<file path="src/rtl/key_pkg.sv">
// Shared types and defaults for the vertical-steering key conditioning path.
package key_pkg;

  typedef enum logic {OWN_PLUS, OWN_MINUS} owner_t;

  localparam int unsigned DEFAULT_DEBOUNCE = 250000;

endpackage

</file>
<file path="src/rtl/key_debouncer.sv">
// One push-button: 2-flop synchronizer, stable-sample debounce counter and
// press-edge pulse.
module key_debouncer
  import key_pkg::*;
#(
  parameter int unsigned DEBOUNCE_CYCLES = DEFAULT_DEBOUNCE
) (
  input  logic clk,
  input  logic resetN,
  input  logic rawN,
  output logic deb,
  output logic pressPulse
);

  localparam int unsigned CW = $clog2(DEBOUNCE_CYCLES);
  localparam logic [CW-1:0] LAST = CW'(DEBOUNCE_CYCLES - 1);

  logic          sync1;
  logic          synced;
  logic [CW-1:0] cnt;
  logic          deb_d1;

  always_ff @(posedge clk or negedge resetN) begin
    if (!resetN) begin
      sync1  <= 1'b0;
      synced <= 1'b0;
    end else begin
      sync1  <= ~rawN;
      synced <= sync1;
    end
  end

  // Any sample equal to the accepted level restarts the count.
  always_ff @(posedge clk or negedge resetN) begin
    if (!resetN) begin
      cnt <= '0;
      deb <= 1'b0;
    end else if (synced == deb) begin
      cnt <= '0;
    end else if (cnt == LAST) begin
      deb <= synced;
      cnt <= '0;
    end else begin
      cnt <= cnt + CW'(1);
    end
  end

  always_ff @(posedge clk or negedge resetN) begin
    if (!resetN) begin
      deb_d1     <= 1'b0;
      pressPulse <= 1'b0;
    end else begin
      deb_d1     <= deb;
      pressPulse <= deb & ~deb_d1;
    end
  end

endmodule

</file>
<file path="src/rtl/key_conditioner.sv">
// Plus/minus key conditioning: per-key debounce, last-pressed arbitration,
// sticky taps and frame-aligned request levels for the vertical mover.
module key_conditioner
  import key_pkg::*;
#(
  parameter int unsigned DEBOUNCE_CYCLES = DEFAULT_DEBOUNCE
) (
  input  logic clk,
  input  logic resetN,
  input  logic startOfFrame,
  input  logic keyPlusN,
  input  logic keyMinusN,
  output logic plusIsPressed,
  output logic minusIsPressed,
  output logic plusPulse,
  output logic minusPulse
);

  logic   deb_plus;
  logic   deb_minus;
  logic   deb_plus_d1;
  logic   deb_minus_d1;
  logic   rise_plus;
  logic   rise_minus;
  owner_t owner;
  logic   sticky_plus;
  logic   sticky_minus;
  logic   arb_plus;
  logic   arb_minus;
  logic   want_plus;
  logic   want_minus;
  logic   frame_plus;
  logic   frame_minus;

  key_debouncer #(.DEBOUNCE_CYCLES(DEBOUNCE_CYCLES)) u_plus (
    .clk        (clk),
    .resetN     (resetN),
    .rawN       (keyPlusN),
    .deb        (deb_plus),
    .pressPulse (plusPulse)
  );

  key_debouncer #(.DEBOUNCE_CYCLES(DEBOUNCE_CYCLES)) u_minus (
    .clk        (clk),
    .resetN     (resetN),
    .rawN       (keyMinusN),
    .deb        (deb_minus),
    .pressPulse (minusPulse)
  );

  // Local edge detect so owner/sticky update on the same edge as the pulses.
  always_ff @(posedge clk or negedge resetN) begin
    if (!resetN) begin
      deb_plus_d1  <= 1'b0;
      deb_minus_d1 <= 1'b0;
    end else begin
      deb_plus_d1  <= deb_plus;
      deb_minus_d1 <= deb_minus;
    end
  end

  always_comb begin
    rise_plus  = deb_plus & ~deb_plus_d1;
    rise_minus = deb_minus & ~deb_minus_d1;
  end

  always_ff @(posedge clk or negedge resetN) begin
    if (!resetN) begin
      owner <= OWN_PLUS;
    end else if (rise_plus && !rise_minus) begin
      owner <= OWN_PLUS;
    end else if (rise_minus && !rise_plus) begin
      owner <= OWN_MINUS;
    end
  end

  always_ff @(posedge clk or negedge resetN) begin
    if (!resetN) begin
      sticky_plus  <= 1'b0;
      sticky_minus <= 1'b0;
    end else begin
      sticky_plus  <= rise_plus | (sticky_plus & ~startOfFrame);
      sticky_minus <= rise_minus | (sticky_minus & ~startOfFrame);
    end
  end

  always_comb begin
    arb_plus    = deb_plus & (~deb_minus | (owner == OWN_PLUS));
    arb_minus   = deb_minus & (~deb_plus | (owner == OWN_MINUS));
    want_plus   = arb_plus | (sticky_plus & ~arb_minus);
    want_minus  = arb_minus | (sticky_minus & ~arb_plus);
    frame_plus  = want_plus;
    frame_minus = want_minus;
    // Two pending taps with nothing held: last-pressed key takes the frame.
    if (want_plus && want_minus) begin
      frame_plus  = (owner == OWN_PLUS);
      frame_minus = (owner == OWN_MINUS);
    end
  end

  always_ff @(posedge clk or negedge resetN) begin
    if (!resetN) begin
      plusIsPressed  <= 1'b0;
      minusIsPressed <= 1'b0;
    end else if (startOfFrame) begin
      plusIsPressed  <= frame_plus;
      minusIsPressed <= frame_minus;
    end
  end

endmodule

</file>
<file path="config.mk">
export PLATFORM = sky130hd
export DESIGN_NAME = key_conditioner
export DESIGN_NICKNAME = d
export VERILOG_FILES = /design/src/rtl/key_pkg.sv /design/src/rtl/key_debouncer.sv /design/src/rtl/key_conditioner.sv
export SDC_FILE = /design/constraint.sdc
export NUM_CORES = 1
export LEC_CHECK = 0
export ABC_AREA = 0
export BUFFER_PORTS_ARGS = -buffer_cell sky130_fd_sc_hd__buf_2
export CAP_MARGIN = 25
export CORE_AREA = 2 2 69 71
export DETAILED_ROUTE_END_ITERATION = 16
export DIE_AREA = 0 0 71 73
export GPL_TIMING_DRIVEN = 1
export PLACE_DENSITY = 0.77
export SKIP_CTS_REPAIR_TIMING = 1
export SLEW_MARGIN = 20
export SYNTH_ARGS = -nofsm -noshare
export SYNTH_HDL_FRONTEND = slang
export SYNTH_SLANG_ARGS = --single-unit
</file>
<file path="constraint.sdc">
create_clock -name clk -period 2.7 [get_ports clk]
set_input_delay 0.54 -clock clk [delete_from_list [all_inputs] [get_ports clk]]
set_output_delay 0.54 -clock clk [all_outputs]
set_load 0.02 [all_outputs]
</file>
==> metrics.md, run 1 <==
| Metric | Value |
|---|---|
| Clock sink count | `51` |
| WS Path Type | `reg -> reg` |
| Clock root buffer | `clkbuf_8` |
| Vias | `1668` |
| Setup-failing EPs final | `0` |
| PwrDens | `501.5 mW/mm^2` |
| Hold WC Path Type | `in -> async` |
| Slew @ Worst Pin | `0.9254 ns` |
| Worst Setup Start Kind | `flop` |
| # port buffers | `8` |
| Netlist Area Pre-Place | `0.002374 mm^2` |
| Pins Over Slew Limit | `0` |
| RePlAce Congestion | `0.8486` |
| Synth Net Count | `237` |
| Mean post-synth cell area | `10.36 um^2` |
| Initial antenna violation count | `0` |
| Status | `finished, final reports clean` |
| Drt drc | `0` |
| CP delay by family, top | `compound AO/OA/AOI/OAI gates` |
| Slowest stage delay, CP | `0.61 ns` |
| Commonest non-fill, non-tap cell in the layout | `dfrtp_1` |
| Largest net degree at the start of global routing | `44` |
| Via/cell ratio | `5.654` |
| Clk buf depth | `2` |
| CTS tree | `yes` |
| Dpl cell area | `0.002467 mm^2` |
| Post-synth top flop | `dfrtp_1` |
| Post-synth cell types | `34` |
| Critical path cell sequence | `nor4_1 > nand4_1 > o41ai_4 > buf_4 > nor2_1` |
| Number of routed nets with antenna violations | `0` |
| Fin Setup TNS | `0 ns` |
| Critical Path AT | `2.20 ns` |
| Starting DRC count in detailed routing | `110` |
| Nets | `248` |
| Post-detail-place hpwl | `2812 um` |
| IO Pins | `9` |
| Peak supply drop | `0.0003131 V` |
| DR WL/cell | `13.50 um` |
| Crit path required time | `2.89 ns` |
| Die W | `71 um` |
| Hold Violations, Final | `0` |
| First-pass GRT wire length | `7107 um` |
| Crit end category | `flop` |
| H-tree depth | `2` |
| YS warnings | `0` |
| Clock slew at reported path FFs | `0.09 ns` |
| Post-layout min period | `2.004 ns` |
| Clock latency on the worst-skew pair | `0.31 ns` |
| Commonest cells after routing, fill and taps aside | `dfrtp_1 (51), nor2_1 (36), xnor2_1 (16)` |
| Mapped Cells | `229` |
| Core footprint | `0.004536 mm^2` |
| Slew margin rel. | `38.31%` |
| Synth-to-Final Area Change | `8.065%` |
| Die ar. | `0.005183 mm^2` |
| RSZ-0062 raised after global routing | `false` |
| Post-route clock period utilization | `74.22%` |
| Row count | `25` |
| Ant. Diodes | `0` |
| Pleak | `1.137 nW` |
| Sequential area share after synthesis | `53.77%` |
| Design area | `0.002565 mm^2` |
| CP Buf/Inv Count | `1` |
| Drt first pass iters | `4` |
| Critical Path Fanout Max | `10` |
| Vias in the first global route | `1595` |
| Initial Util | `52.33%` |
| Proportion of layout cells with a drive suffix above 1 | `10.37%` |
| Clock Skew | `0.01243 ns` |
| Global Route Usage Sum | `17.62%` |
| FMAX | `499.0 MHz` |
| Max Cap Viol | `0` |
| Cts bufs inserted | `5` |
| Die height | `73 um` |
| Post-synth EDFFs | `0` |
| WL final | `3982 um` |
| Crit-path slowest cell | `o41ai_4` |
| Async SR Flop Fraction | `100.0%` |
| Flops & latches, synth | `51` |
| Grt ovf | `0` |
==> layer usage <==
| layer | GRT usage (%) | vias to the layer above | part of all wire [%] |
|---|---|---|---|
| met5 | 0 | - | 0 |
| met4 | 7.966 | 0 | 2.0 |
| met3 | 4.696 | 9 | 4.1 |
| met2 | 26.38 | 30 | 47 |
| met1 | 24.19 | 808 | 47 |
| li1 | - | 821 | - |
==> through the flow <==
stage | total power, W | worst slack, ns | std cells | hold slack (ns) | utilization, %
4_1_cts | 0.001303 | 0.6949 | 295 | 0.3435 | 56.55
3_5_place_dp | 0.0008441 | 0.7175 | 287 | 0.3413 | 54.40
3_3_place_gp | 0.0008432 | 0.7690 | 287 | 0.3373 | 54.40
5_1_grt | 0.001343 | 0.5220 | 295 | 0.3514 | 56.55
6_report | 0.001286 | 0.6962 | 295 | 0.3529 | 56.55
2_1_floorplan | 0.0008191 | 0.9332 | 229 | 0.2444 | -
==> Yosys cell counts, types with 4 or more instances <==
library cell   n  area share (%)
clkbuf_1       4            0.63
a21oi_1        8             1.7
nand3_1       13             2.7
dfrtp_1       51              54
xor2_1        13             4.8
and4_1         5             1.8
nor4_1         8             2.1
inv_1         13             2.1
xnor2_1       16             5.9
nor2_1        36             5.7
o21ai_0        8             1.7
nand2_1        9             1.4
nand4_1       12             3.2
==> report_power, final <==
group	internal, W	leakage (nW)	total (W)	switching (W)
registers	0.000773	0.698	0.000782	0.00000857
clock network	0.000192	0.0502	0.000458	0.000266
logic	0.0000147	0.388	0.0000459	0.0000312
total	0.000980	1.14	0.00129	0.000306
==> sequential cells by signal, summed over array words and instances, names as in the netlist <==
| name | count |
|---|---|
| minusIsPressed | 1 |
| owner | 1 |
| plusIsPressed | 1 |
| sticky_minus | 1 |
| sticky_plus | 1 |
| u_minus.cnt | 18 |
| u_minus.deb | 1 |
| u_minus.deb_d1 | 1 |
| u_minus.pressPulse | 1 |
| u_minus.sync1 | 1 |
| u_minus.synced | 1 |
| u_plus.cnt | 18 |
| u_plus.deb | 1 |
| u_plus.deb_d1 | 1 |
| u_plus.pressPulse | 1 |
| u_plus.sync1 | 1 |
| u_plus.synced | 1 |
==> area by class of cell <==
type                            count  area, um^2
Multi-Input combinational cell    158        1012
Timing Repair Buffer               11       62.56
Clock inverter                      3       28.78
Clock buffer                        5       68.82
Fill cell                         383        1971
Sequential cell                    51        1276
Inverter                           13       48.80
Tap cell                           54       67.56
==> final timing paths <==
path | slack [ns] | startpoint | depth (start not counted) | to
worst max-delay path | 0.70 | u_plus.cnt[10] | 5 | u_plus.cnt[13]
worst min-delay path | 0.35 | resetN | 1 | u_plus.cnt[6]
worst max register to register | 0.70 | u_plus.cnt[10] | 5 | u_plus.cnt[13]
worst min register to register | 0.36 | u_minus.sync1 | 0 | u_minus.synced
max in group asynchronous | 1.70 | resetN | 2 | minusIsPressed
min in group clk | 0.35 | keyMinusN | 2 | u_minus.sync1
==> cells by family after synthesis <==
logic type | synth area share [%]
DFF | 53.77
muxes | 1.423
xor gates and xnor gates | 10.70
and+or+nand+nor | 23.09
adders and majority gates | 1.582
AOI/OAI and AO/OA | 5.852
buffers and inverters | 3.584
(Power assumes the default switching activity.)
==> inputs of run 2 (changes only) <==
- clock period: 2.7 -> 2 ns (I/O delays scaled with it)
==> run 2 against run 1 <==
Compared with the run above:
- setup slack lost 0.55 ns
- register-to-register slack got worse by 0.55 ns
- routed wire length grew 3.4%
- via count fell by 0.42%
- count of clock-buffer cells in the layout is the same
- critical path depth fell by 1
- sequential power increased by 36%
- flip-flop and latch count unchanged
- combinational power up 41%
- fmax rose by 8.2%
- design area rose by 1.3%
- critical path type unchanged
==> metrics.md, run 2 (synthesis results as in run 1) <==
| Metric | Value |
|---|---|
| Global-route track usage on met3 | `3.867% (-0.83 points)` |
| Worst hold slack | `0.1726 ns (-0.1802 ns)` |
| Cts bufs inserted | `5 (unchanged)` |
| Clock Skew | `0.006249 ns (-0.006181 ns)` |
| Grt met2 use | `30.32% (+3.9 points)` |
| Crit-path slowest cell | `dfrtp_1` |
| Commonest non-fill, non-tap cell in the layout | `dfrtp_1` |
| CTS tree | `yes` |
| Via/cell ratio | `5.555 (-1.8%)` |
| Crit path required time | `2.20 ns (-0.69 ns)` |
| WS Path Type | `reg -> reg` |
| WL final | `4119 um (+3.4%)` |
| Pins Over Slew Limit | `0 (unchanged)` |
| Multi-input logic area | `0.001018 mm^2 (+0.62%)` |
| Commonest cells after routing, fill and taps aside | `dfrtp_1 (51), nor2_1 (36), xnor2_1 (16)` |
| Peak supply drop | `0.0004226 V (+35%)` |
| Clock slew at reported path FFs | `0.10 ns (about the same)` |
| Dpl cell area | `0.002497 mm^2 (+1.2%)` |
| Number of routed nets with antenna violations | `0 (unchanged)` |
| Fin Setup TNS | `0 ns (unchanged)` |
| Post-route clock period utilization | `92.63% (+18 points)` |
| Initial Util | `52.33% (unchanged)` |
| R2r endpoint | `u_plus.deb` |
| Clock latency on the worst-skew pair | `0.30 ns (about the same)` |
| R2R Path Start | `u_plus.cnt[10]` |
| Status | `finished, final reports clean` |
| DR WL/cell | `13.78 um (+2.1%)` |
| Setup-failing EPs final | `0 (unchanged)` |
| Critical path cell sequence | `nor4_1 > nand4_1 > nor4_2 > mux2_2` |
| Non-Filler Instances | `299 (+1.4%)` |
| Vias in the first global route | `1664 (+4.3%)` |
| Die W | `71 um (unchanged)` |
| Tot Pwr | `0.001743 W (+36%)` |
| RSZ-0062 raised after global routing | `false` |
| Clock root buffer | `clkbuf_8` |
| Critical Path Fanout Max | `6 (-4)` |
| FILL cells | `386 (+0.78%)` |
| Initial antenna violation count | `0 (unchanged)` |
| Core footprint | `0.004536 mm^2 (unchanged)` |
| Clock sink count | `51 (unchanged)` |
| Nets | `252 (+1.6%)` |
| Post-layout min period | `1.853 ns (-0.1512 ns)` |
| IO Pins | `9 (unchanged)` |
| Hold WC Path Type | `in -> async` |
| First-pass GRT wire length | `7327 um (+3.1%)` |
| Proportion of layout cells with a drive suffix above 1 | `12.24% (+1.9 points)` |
| CP delay by family, top | `simple AND/OR/NAND/NOR gates` |
| Placed Cells | `291 (+1.4%)` |
| Critical Path AT | `2.05 ns (-0.15 ns)` |
| H-tree depth | `2 (unchanged)` |
| Met1 Use GR | `22.40% (-1.8 points)` |
| Crit end category | `flop` |
| FMAX | `539.8 MHz (+8.2%)` |
| Design area | `0.002599 mm^2 (+1.3%)` |
| Regs by FF count | `u_minus.cnt (18), u_plus.cnt (18)` |
| Post-detail-place hpwl | `2836 um (+0.84%)` |
| Synth-to-Final Area Change | `9.489%` |
| Largest net degree at the start of global routing | `52 (+18%)` |
| Drt drc | `0 (unchanged)` |
| Die height | `73 um (unchanged)` |
| Global Route Usage Sum | `17.76% (+0.14 points)` |
| Max Cap Viol | `0 (unchanged)` |
| Die ar. | `0.005183 mm^2 (unchanged)` |
| FF-to-FF setup slack | `0.15 ns (-0.55 ns)` |
| CP Buf/Inv Count | `0 (-1)` |
| R2R cell count | `4 (-1)` |
| Pleak | `1.155 nW (+1.6%)` |
| Starting DRC count in detailed routing | `102 (-7.3%)` |
| Slowest stage delay, CP | `0.45 ns (-0.16 ns)` |
| Gr busiest metal | `met2` |
| Grt ovf | `0 (unchanged)` |
| Clk buf depth | `2 (unchanged)` |
| PwrDens | `670.8 mW/mm^2 (+34%)` |
| Vias | `1661 (-0.42%)` |
| Worst Setup Start Kind | `flop` |
| RePlAce Congestion | `0.8542 (+0.66%)` |
| FF+latch area | `0.001276 mm^2 (unchanged)` |
| Ant. Diodes | `0 (unchanged)` |
| Row count | `25 (unchanged)` |
| Slew margin rel. | `58.15% (+20 points)` |
| # port buffers | `8 (unchanged)` |
| Hold Violations, Final | `0 (unchanged)` |
| Slew @ Worst Pin | `0.6277 ns (-0.2976 ns)` |
| Drt first pass iters | `4 (unchanged)` |
[run 2: worst max-delay path by stage]
stage	from	cells after the start	end	slack [ns]
after detailed placement	u_plus.cnt[10]	4	u_plus.deb	0.12
after global routing	u_plus.cnt[10]	4	u_plus.deb	0.05
after CTS	u_plus.cnt[10]	4	u_plus.deb	0.10
after global placement	u_plus.cnt[10]	4	u_plus.deb	0.26
after floorplan	u_plus.cnt[10]	5	u_plus.cnt[16]	0.23
final	u_plus.cnt[10]	4	u_plus.deb	0.15
[run 2: final cells by class]
type                    instances  area share, %
multi-input cells             158          39.19
repair buffers                 15          3.563
clock inverters                 3          1.011
inverters                      13          1.878
well taps                      54          2.600
clock buffers                   5          2.648
flip-flops and latches         51          49.11
[run 2: power by group]
part / internal, W / total (W) / switching (W)
sequential: 0.00104 / 0.00106 / 0.0000114
clock: 0.000258 / 0.000623 / 0.000365
combinational: 0.0000223 / 0.0000649 / 0.0000426
[run 2: metal layers]
metal  vias up  wire length [um]  part of all wire (%)
li1        821                 -                     -
met1       793              1889                    46
met2        34              2032                    49
met3        13               108                   2.6
met4         0                89                   2.2
met5         -                 0                     0
[run 2: metrics by stage]
step | worst slack (ns) | util, %
6_report | 0.1473 | 57.30
3_5_place_dp | 0.1196 | 55.06
2_1_floorplan | 0.2332 | -
3_3_place_gp | 0.2594 | 55.06
4_1_cts | 0.1035 | 57.16
5_1_grt | 0.05320 | 57.30
